`src/rtl/main_control_fsm.sv`:
```
// Multicycle CPU main control: Moore FSM sequencing fetch/decode/execute, one state per cycle.
// No backpressure; opcode/funct must stay stable from the instruction register while an instruction runs.
module main_control_fsm (
  input  logic       clk,
  input  logic       reset,
  input  logic [5:0] opcode,
  input  logic [5:0] funct,
  input  logic       overflow,
  input  logic       alu_zero,
  output logic       pc_write,
  output logic       pc_write_cond,
  output logic       ir_write,
  output logic       mem_write,
  output logic       reg_write,
  output logic       epc_write,
  output logic [1:0] reg_dst,
  output logic [1:0] mem_to_reg,
  output logic       alu_src_a,
  output logic [1:0] alu_src_b,
  output logic [2:0] alu_op,
  output logic [1:0] pc_source,
  output logic [4:0] state_out
);

  typedef enum logic [4:0] {
    RST_SP     = 5'd0,
    FETCH      = 5'd1,
    FETCH_WAIT = 5'd2,
    DECODE     = 5'd3,
    EXEC_R     = 5'd4,
    WB_R       = 5'd5,
    EXEC_I     = 5'd6,
    WB_I       = 5'd7,
    MEM_ADDR   = 5'd8,
    LW_READ    = 5'd9,
    LW_WAIT    = 5'd10,
    LW_WB      = 5'd11,
    SW_WRITE   = 5'd12,
    BRANCH     = 5'd13,
    JUMP       = 5'd14,
    JAL        = 5'd15,
    EXCEPT     = 5'd16
  } state_t;

  state_t state, state_nxt;

  // Branch decision is made by the datapath through pc_write_cond gating.
  logic unused_zero;
  assign unused_zero = alu_zero;

  always_ff @(posedge clk) begin
    if (reset) state <= RST_SP;
    else       state <= state_nxt;
  end

  always_comb begin
    state_nxt = FETCH;
    unique case (state)
      RST_SP:     state_nxt = FETCH;
      FETCH:      state_nxt = FETCH_WAIT;
      FETCH_WAIT: state_nxt = DECODE;
      DECODE: begin
        case (opcode)
          6'h00:        state_nxt = EXEC_R;
          6'h08:        state_nxt = EXEC_I;
          6'h23, 6'h2B: state_nxt = MEM_ADDR;
          6'h04:        state_nxt = BRANCH;
          6'h02:        state_nxt = JUMP;
          6'h03:        state_nxt = JAL;
          default:      state_nxt = EXCEPT;
        endcase
      end
      EXEC_R: begin
        case (funct)
          6'h20, 6'h22: state_nxt = overflow ? EXCEPT : WB_R;
          6'h24:        state_nxt = WB_R;
          default:      state_nxt = EXCEPT;
        endcase
      end
      EXEC_I:   state_nxt = overflow ? EXCEPT : WB_I;
      // Only lw/sw reach here; anything else is treated as an illegal instruction.
      MEM_ADDR: state_nxt = (opcode == 6'h23) ? LW_READ :
                            (opcode == 6'h2B) ? SW_WRITE : EXCEPT;
      LW_READ:  state_nxt = LW_WAIT;
      LW_WAIT:  state_nxt = LW_WB;
      default:  state_nxt = FETCH;
    endcase
  end

  always_comb begin
    pc_write      = 1'b0;
    pc_write_cond = 1'b0;
    ir_write      = 1'b0;
    mem_write     = 1'b0;
    reg_write     = 1'b0;
    epc_write     = 1'b0;
    reg_dst       = 2'b00;
    mem_to_reg    = 2'b00;
    alu_src_a     = 1'b0;
    alu_src_b     = 2'b00;
    alu_op        = 3'b000;
    pc_source     = 2'b00;
    case (state)
      RST_SP: begin
        reg_write  = 1'b1;
        reg_dst    = 2'b11;
        mem_to_reg = 2'b11;
      end
      FETCH: begin
        alu_src_b = 2'b01;
        pc_write  = 1'b1;
      end
      FETCH_WAIT: ir_write = 1'b1;
      DECODE:     alu_src_b = 2'b11;
      EXEC_R: begin
        alu_src_a = 1'b1;
        case (funct)
          6'h22:   alu_op = 3'b001;
          6'h24:   alu_op = 3'b010;
          default: alu_op = 3'b000;
        endcase
      end
      WB_R: begin
        reg_write = 1'b1;
        reg_dst   = 2'b01;
      end
      EXEC_I, MEM_ADDR: begin
        alu_src_a = 1'b1;
        alu_src_b = 2'b10;
      end
      WB_I: reg_write = 1'b1;
      LW_WB: begin
        reg_write  = 1'b1;
        mem_to_reg = 2'b01;
      end
      SW_WRITE: mem_write = 1'b1;
      BRANCH: begin
        alu_src_a     = 1'b1;
        alu_op        = 3'b001;
        pc_source     = 2'b01;
        pc_write_cond = 1'b1;
      end
      JUMP: begin
        pc_source = 2'b10;
        pc_write  = 1'b1;
      end
      JAL: begin
        reg_write  = 1'b1;
        reg_dst    = 2'b10;
        mem_to_reg = 2'b10;
        pc_source  = 2'b10;
        pc_write   = 1'b1;
      end
      EXCEPT: begin
        epc_write = 1'b1;
        pc_source = 2'b11;
        pc_write  = 1'b1;
      end
      default: ;
    endcase
  end

  assign state_out = state;

endmodule

```
`config.mk`:
```
export PLATFORM = sky130hd
export DESIGN_NAME = main_control_fsm
export DESIGN_NICKNAME = d
export VERILOG_FILES = /design/src/rtl/main_control_fsm.sv
export SDC_FILE = /design/constraint.sdc
export NUM_CORES = 1
export LEC_CHECK = 0
export ABC_CLOCK_PERIOD_IN_PS = 3300
export CAP_MARGIN = 0
export CORE_MARGIN = 2
export CORE_UTILIZATION = 42
export DETAILED_ROUTE_END_ITERATION = 12
export PLACE_DENSITY = 0.85
export SLEW_MARGIN = 10
export SYNTH_ARGS = -nofsm -noshare
export SYNTH_HDL_FRONTEND = slang
export SYNTH_SLANG_ARGS = --single-unit
```
`constraint.sdc`:
```
create_clock -name clk -period 3.3 [get_ports clk]
set_clock_uncertainty 0.05 [all_clocks]
set_input_delay 0.825 -clock clk [delete_from_list [all_inputs] [get_ports clk]]
set_output_delay 0.825 -clock clk [all_outputs]
set_load 0.02 [all_outputs]
```
==> results_dict.tcl <==
set metrics [dict create \
    clock_tree.buffer_depth 2 \
    instance_area_at_placement_sq_mm 0.00112 \
    route.final.wire_length_microns 2160 \
    wire_length_of_the_first_global_routing_pass_microns 3510 \
    clock_root_buffer "sky130_fd_sc_hd__clkbuf_4" \
    worstPathRequired_ns 2.42 \
    first_global_vias 823 \
    drt-pass1-iter-count 4 \
    grt_util_all_layers 0.221 \
    h_tree_level_count 1 \
    holdCritPathClass "flip-flop to flip-flop" \
    postSynthCellCount 109 \
    avgRoutedWirePerCell_microns 12.7 \
    final_period_util 0.941 \
    synthDominantAreaCellType "sky130_fd_sc_hd__dfxtp_1" \
    holdCritStartpoint "state_out[3]" \
    cts_tree "built" \
    synth_compound_gate_area_share 0.219 \
    slowest_stage "sky130_fd_sc_hd__clkdlybuf4s50_1" \
    gp_congestion 0.874 \
    critical_path.n_buffers_inverters 3 \
    hold_vio_cnt_final 0 \
    antennaDiodeCount 0 \
    synth-seq-cells 5 \
    pwr_total_mw 0.278 \
    finalInstanceArea_sq_mm 0.00115 \
    cts_made_buffers 3 \
    worst-slew-pin-transition_ns 0.545 \
    pwr_density_cell_mw_per_mm2 240 \
    fmax_ghz 0.322 \
    dp.final_hpwl_microns 1660 \
    min_delay_endpoint "state_out[3]" \
    chipWidth_microns 46.2 \
    synth_enable_flop_cells 0 \
    largest_register_ff_count 5 \
    core_area_sq_mm 0.00171 \
    clkTransAtPathRegs_ns 0.05 \
    regToRegSetupSlack_ns 1.62 \
    timing.critical_path.fanout_max 3 \
    worstSetupStartpointType "input port" \
    insertion_delay_ns 0.25 \
    gr-total-overflow 0 \
    status "complete, no violations" \
    post_synth.cell_area_avg_sq_um 6.85 \
    drc 0 \
    synthesis.nets 125 \
    yosys.area_share.simple 0.479 \
    finalNetCount 162 \
    setup_viol 0 \
    ys_types 45 \
    avgViaCountPerCell 5.56 \
    power.ir.vdd_worst_uv 214 \
    launch_instance_of_the_worst_register_to_register_path "state_out[0]" \
    io_buffers 36 \
    setup_ws_ns 0.193 \
    sequential_cell_area_sq_um 100 \
    mappedNetlistArea_sq_um 747 \
    leakagePower_nw 0.449 \
    yosys.area_share.xor_xnor 0.0452 \
    critical_path_end_type "output port" \
    setup_repair_after_global_routing_missed_its_margin "false" \
    antenna_found_initial 0 \
    critical_path.cell_chain "clkdlybuf4s50_1 -> nor4b_2 -> buf_4 -> and4b_1 -> dlygate4sd2_1" \
    detailedRoute.firstIterationViolations 17 \
    critical_path_arrival_ns 2.23 \
    numClockSinks 5 \
    floorplan.die_area_sq_mm 0.00213 \
    dr_total_vias 945 \
    worstSetupPathType "input port to output port" \
    yosys-top-cells-area "sky130_fd_sc_hd__dfxtp_1 13%, sky130_fd_sc_hd__nor2_1 5.5%, sky130_fd_sc_hd__a21oi_1 5.4%, sky130_fd_sc_hd__nand2_1 5.0%, sky130_fd_sc_hd__and3b_1 3.5%" \
    synth_top_family_by_area "simple AND/OR/NAND/NOR gates" \
    hold_buffer_count_at_cts 0 \
    yosys_warnings 0 \
    ios 39 \
    antenna_violating_nets_post_route 0 \
    pre_cts_ws_ns -0.138 \
    synth_seq_area_share 0.134 \
    postSynth.topFlopCell "sky130_fd_sc_hd__dfxtp_1" \
    worstRegToRegCells 4 \
    floorplan.rows 15 \
    final_layout_size_suffix_gt1_frac 0.110 \
    synth_mux_area_frac 0.0285 \
    grt_max_degree 19 \
    areaGrowthSynthToFinish_pct 54.6 \
    combined_area_of_the_multi_input_logic_cells_sq_um 587 \
    post_synth_fa_ha_maj_area_fraction 0 \
    final_period_minus_worst_setup_slack_ns 3.11 \
    critical_path.reg2reg.endpoint "state_out[0]" \
    hold-path-cell-count 3 \
    initial_core_util 0.437 \
    report.final.slew_viol_count 0 \
    cp_slowest_stage_delay_ns 0.43 \
    maxCapViolations 0 \
    yosys.area.top_type_share 0.134 \
    die_span_y_microns 46.2 \
    max-slew-margin-rel 0.636 \
    fin_hold_ws_ns 0.677 \
    nFillCells 158 \
    synth_async_sr_flop_share 0 \
    critical-path-top-delay-family "buffers and inverters" \
]
-- metrics by stage --
step,instances,utilization,setup TNS (ns)
final,170,0.676,0
after CTS,170,0.676,0
after detailed placement,166,0.659,-0.260
after global placement,166,0.659,-0.123
after floorplan,109,-,0
after global routing,170,0.676,0
-- cell usage after synthesis, types with 2 or more instances --
library cell and number:
sky130_fd_sc_hd__nor3_1 4, sky130_fd_sc_hd__nand3_1 4, sky130_fd_sc_hd__buf_4 3, sky130_fd_sc_hd__o21ai_0 3, sky130_fd_sc_hd__nor4_1 2, sky130_fd_sc_hd__nor2_1 11
sky130_fd_sc_hd__and3b_1 3, sky130_fd_sc_hd__buf_2 5, sky130_fd_sc_hd__nand2_1 10, sky130_fd_sc_hd__dfxtp_1 5, sky130_fd_sc_hd__nand4_1 2, sky130_fd_sc_hd__nor4b_1 3
sky130_fd_sc_hd__nor2b_1 3, sky130_fd_sc_hd__a21oi_1 8, sky130_fd_sc_hd__nand4b_1 3, sky130_fd_sc_hd__inv_1 4, sky130_fd_sc_hd__nand2b_1 4, sky130_fd_sc_hd__a31oi_1 4
sky130_fd_sc_hd__nor3b_1 2
-- worst register-to-register path, cell delays in order (launching register included) --
cell                      delay, ns
sky130_fd_sc_hd__dfxtp_1       0.66
sky130_fd_sc_hd__and2_1        0.29
sky130_fd_sc_hd__and3b_1       0.29
sky130_fd_sc_hd__a41oi_1       0.14
sky130_fd_sc_hd__a31oi_1       0.18
-- cells in the final DEF, fill, tap and decap left out, types with 3 or more instances in the layout --
| cell type | count |
|---|---|
| sky130_fd_sc_hd__nand2b_1 | 4 |
| sky130_fd_sc_hd__a31oi_1 | 4 |
| sky130_fd_sc_hd__and3b_1 | 3 |
| sky130_fd_sc_hd__o21ai_0 | 3 |
| sky130_fd_sc_hd__nand2_1 | 10 |
| sky130_fd_sc_hd__dfxtp_1 | 5 |
| sky130_fd_sc_hd__buf_4 | 5 |
| sky130_fd_sc_hd__nor2_1 | 11 |
| sky130_fd_sc_hd__nand3_1 | 4 |
| sky130_fd_sc_hd__nor3_1 | 4 |
| sky130_fd_sc_hd__clkbuf_4 | 3 |
| sky130_fd_sc_hd__a21oi_1 | 8 |
| sky130_fd_sc_hd__clkdlybuf4s50_1 | 34 |
| sky130_fd_sc_hd__nor2b_1 | 3 |
| sky130_fd_sc_hd__nand4b_1 | 3 |
| sky130_fd_sc_hd__inv_1 | 4 |
-- how the worst max path moves through the flow --
stage | endpoint | slack [ns] | depth (start not counted) | from
after floorplan | alu_op[1] | 0.76 | 2 | funct[0]
after global placement | alu_op[1] | -0.07 | 5 | funct[0]
after detailed placement | alu_op[1] | -0.14 | 5 | funct[0]
after CTS | alu_op[1] | 0.18 | 5 | funct[0]
after global routing | alu_op[0] | 0.13 | 6 | funct[0]
final | alu_op[1] | 0.19 | 5 | funct[0]
-- where the power goes --
group	switching, mW	internal [mW]
clock	0.0272	0.0459
combinational	0.0614	0.0704
sequential	0.00977	0.0630
total	0.0983	0.179
-- cell type report --
type                            count  area share
Multi-Input combinational cell     91       0.508
Timing Repair Buffer               41       0.342
Sequential cell                     5      0.0867
Tap cell                           25      0.0271
Clock buffer                        4      0.0228
Inverter                            4      0.0130
-- layer usage --
layer  track usage  vias up  part of all wire
met1         0.278      427              0.41
met4        0.0743        0             0.014
met3        0.0235        4             0.049
met2         0.383       41              0.53
li1              -      473                 -
met5             0        -                 0
-- timing repair --
item	in CTS	in global routing
endpoints found under the setup margin	2	0
setup buffers	0	0
gates resized for setup	3	0
-- cell families after synthesis --
| group | Yosys count |
|---|---|
| AND/OR/NAND/NOR | 60 |
| buffers and inverters | 13 |
| XOR/XNOR | 3 |
| other | 1 |
| AO/OA/AOI/OAI | 25 |
| flip-flops | 5 |
| multiplexers | 2 |
Note: power is estimated with default switching activity, not from simulation.
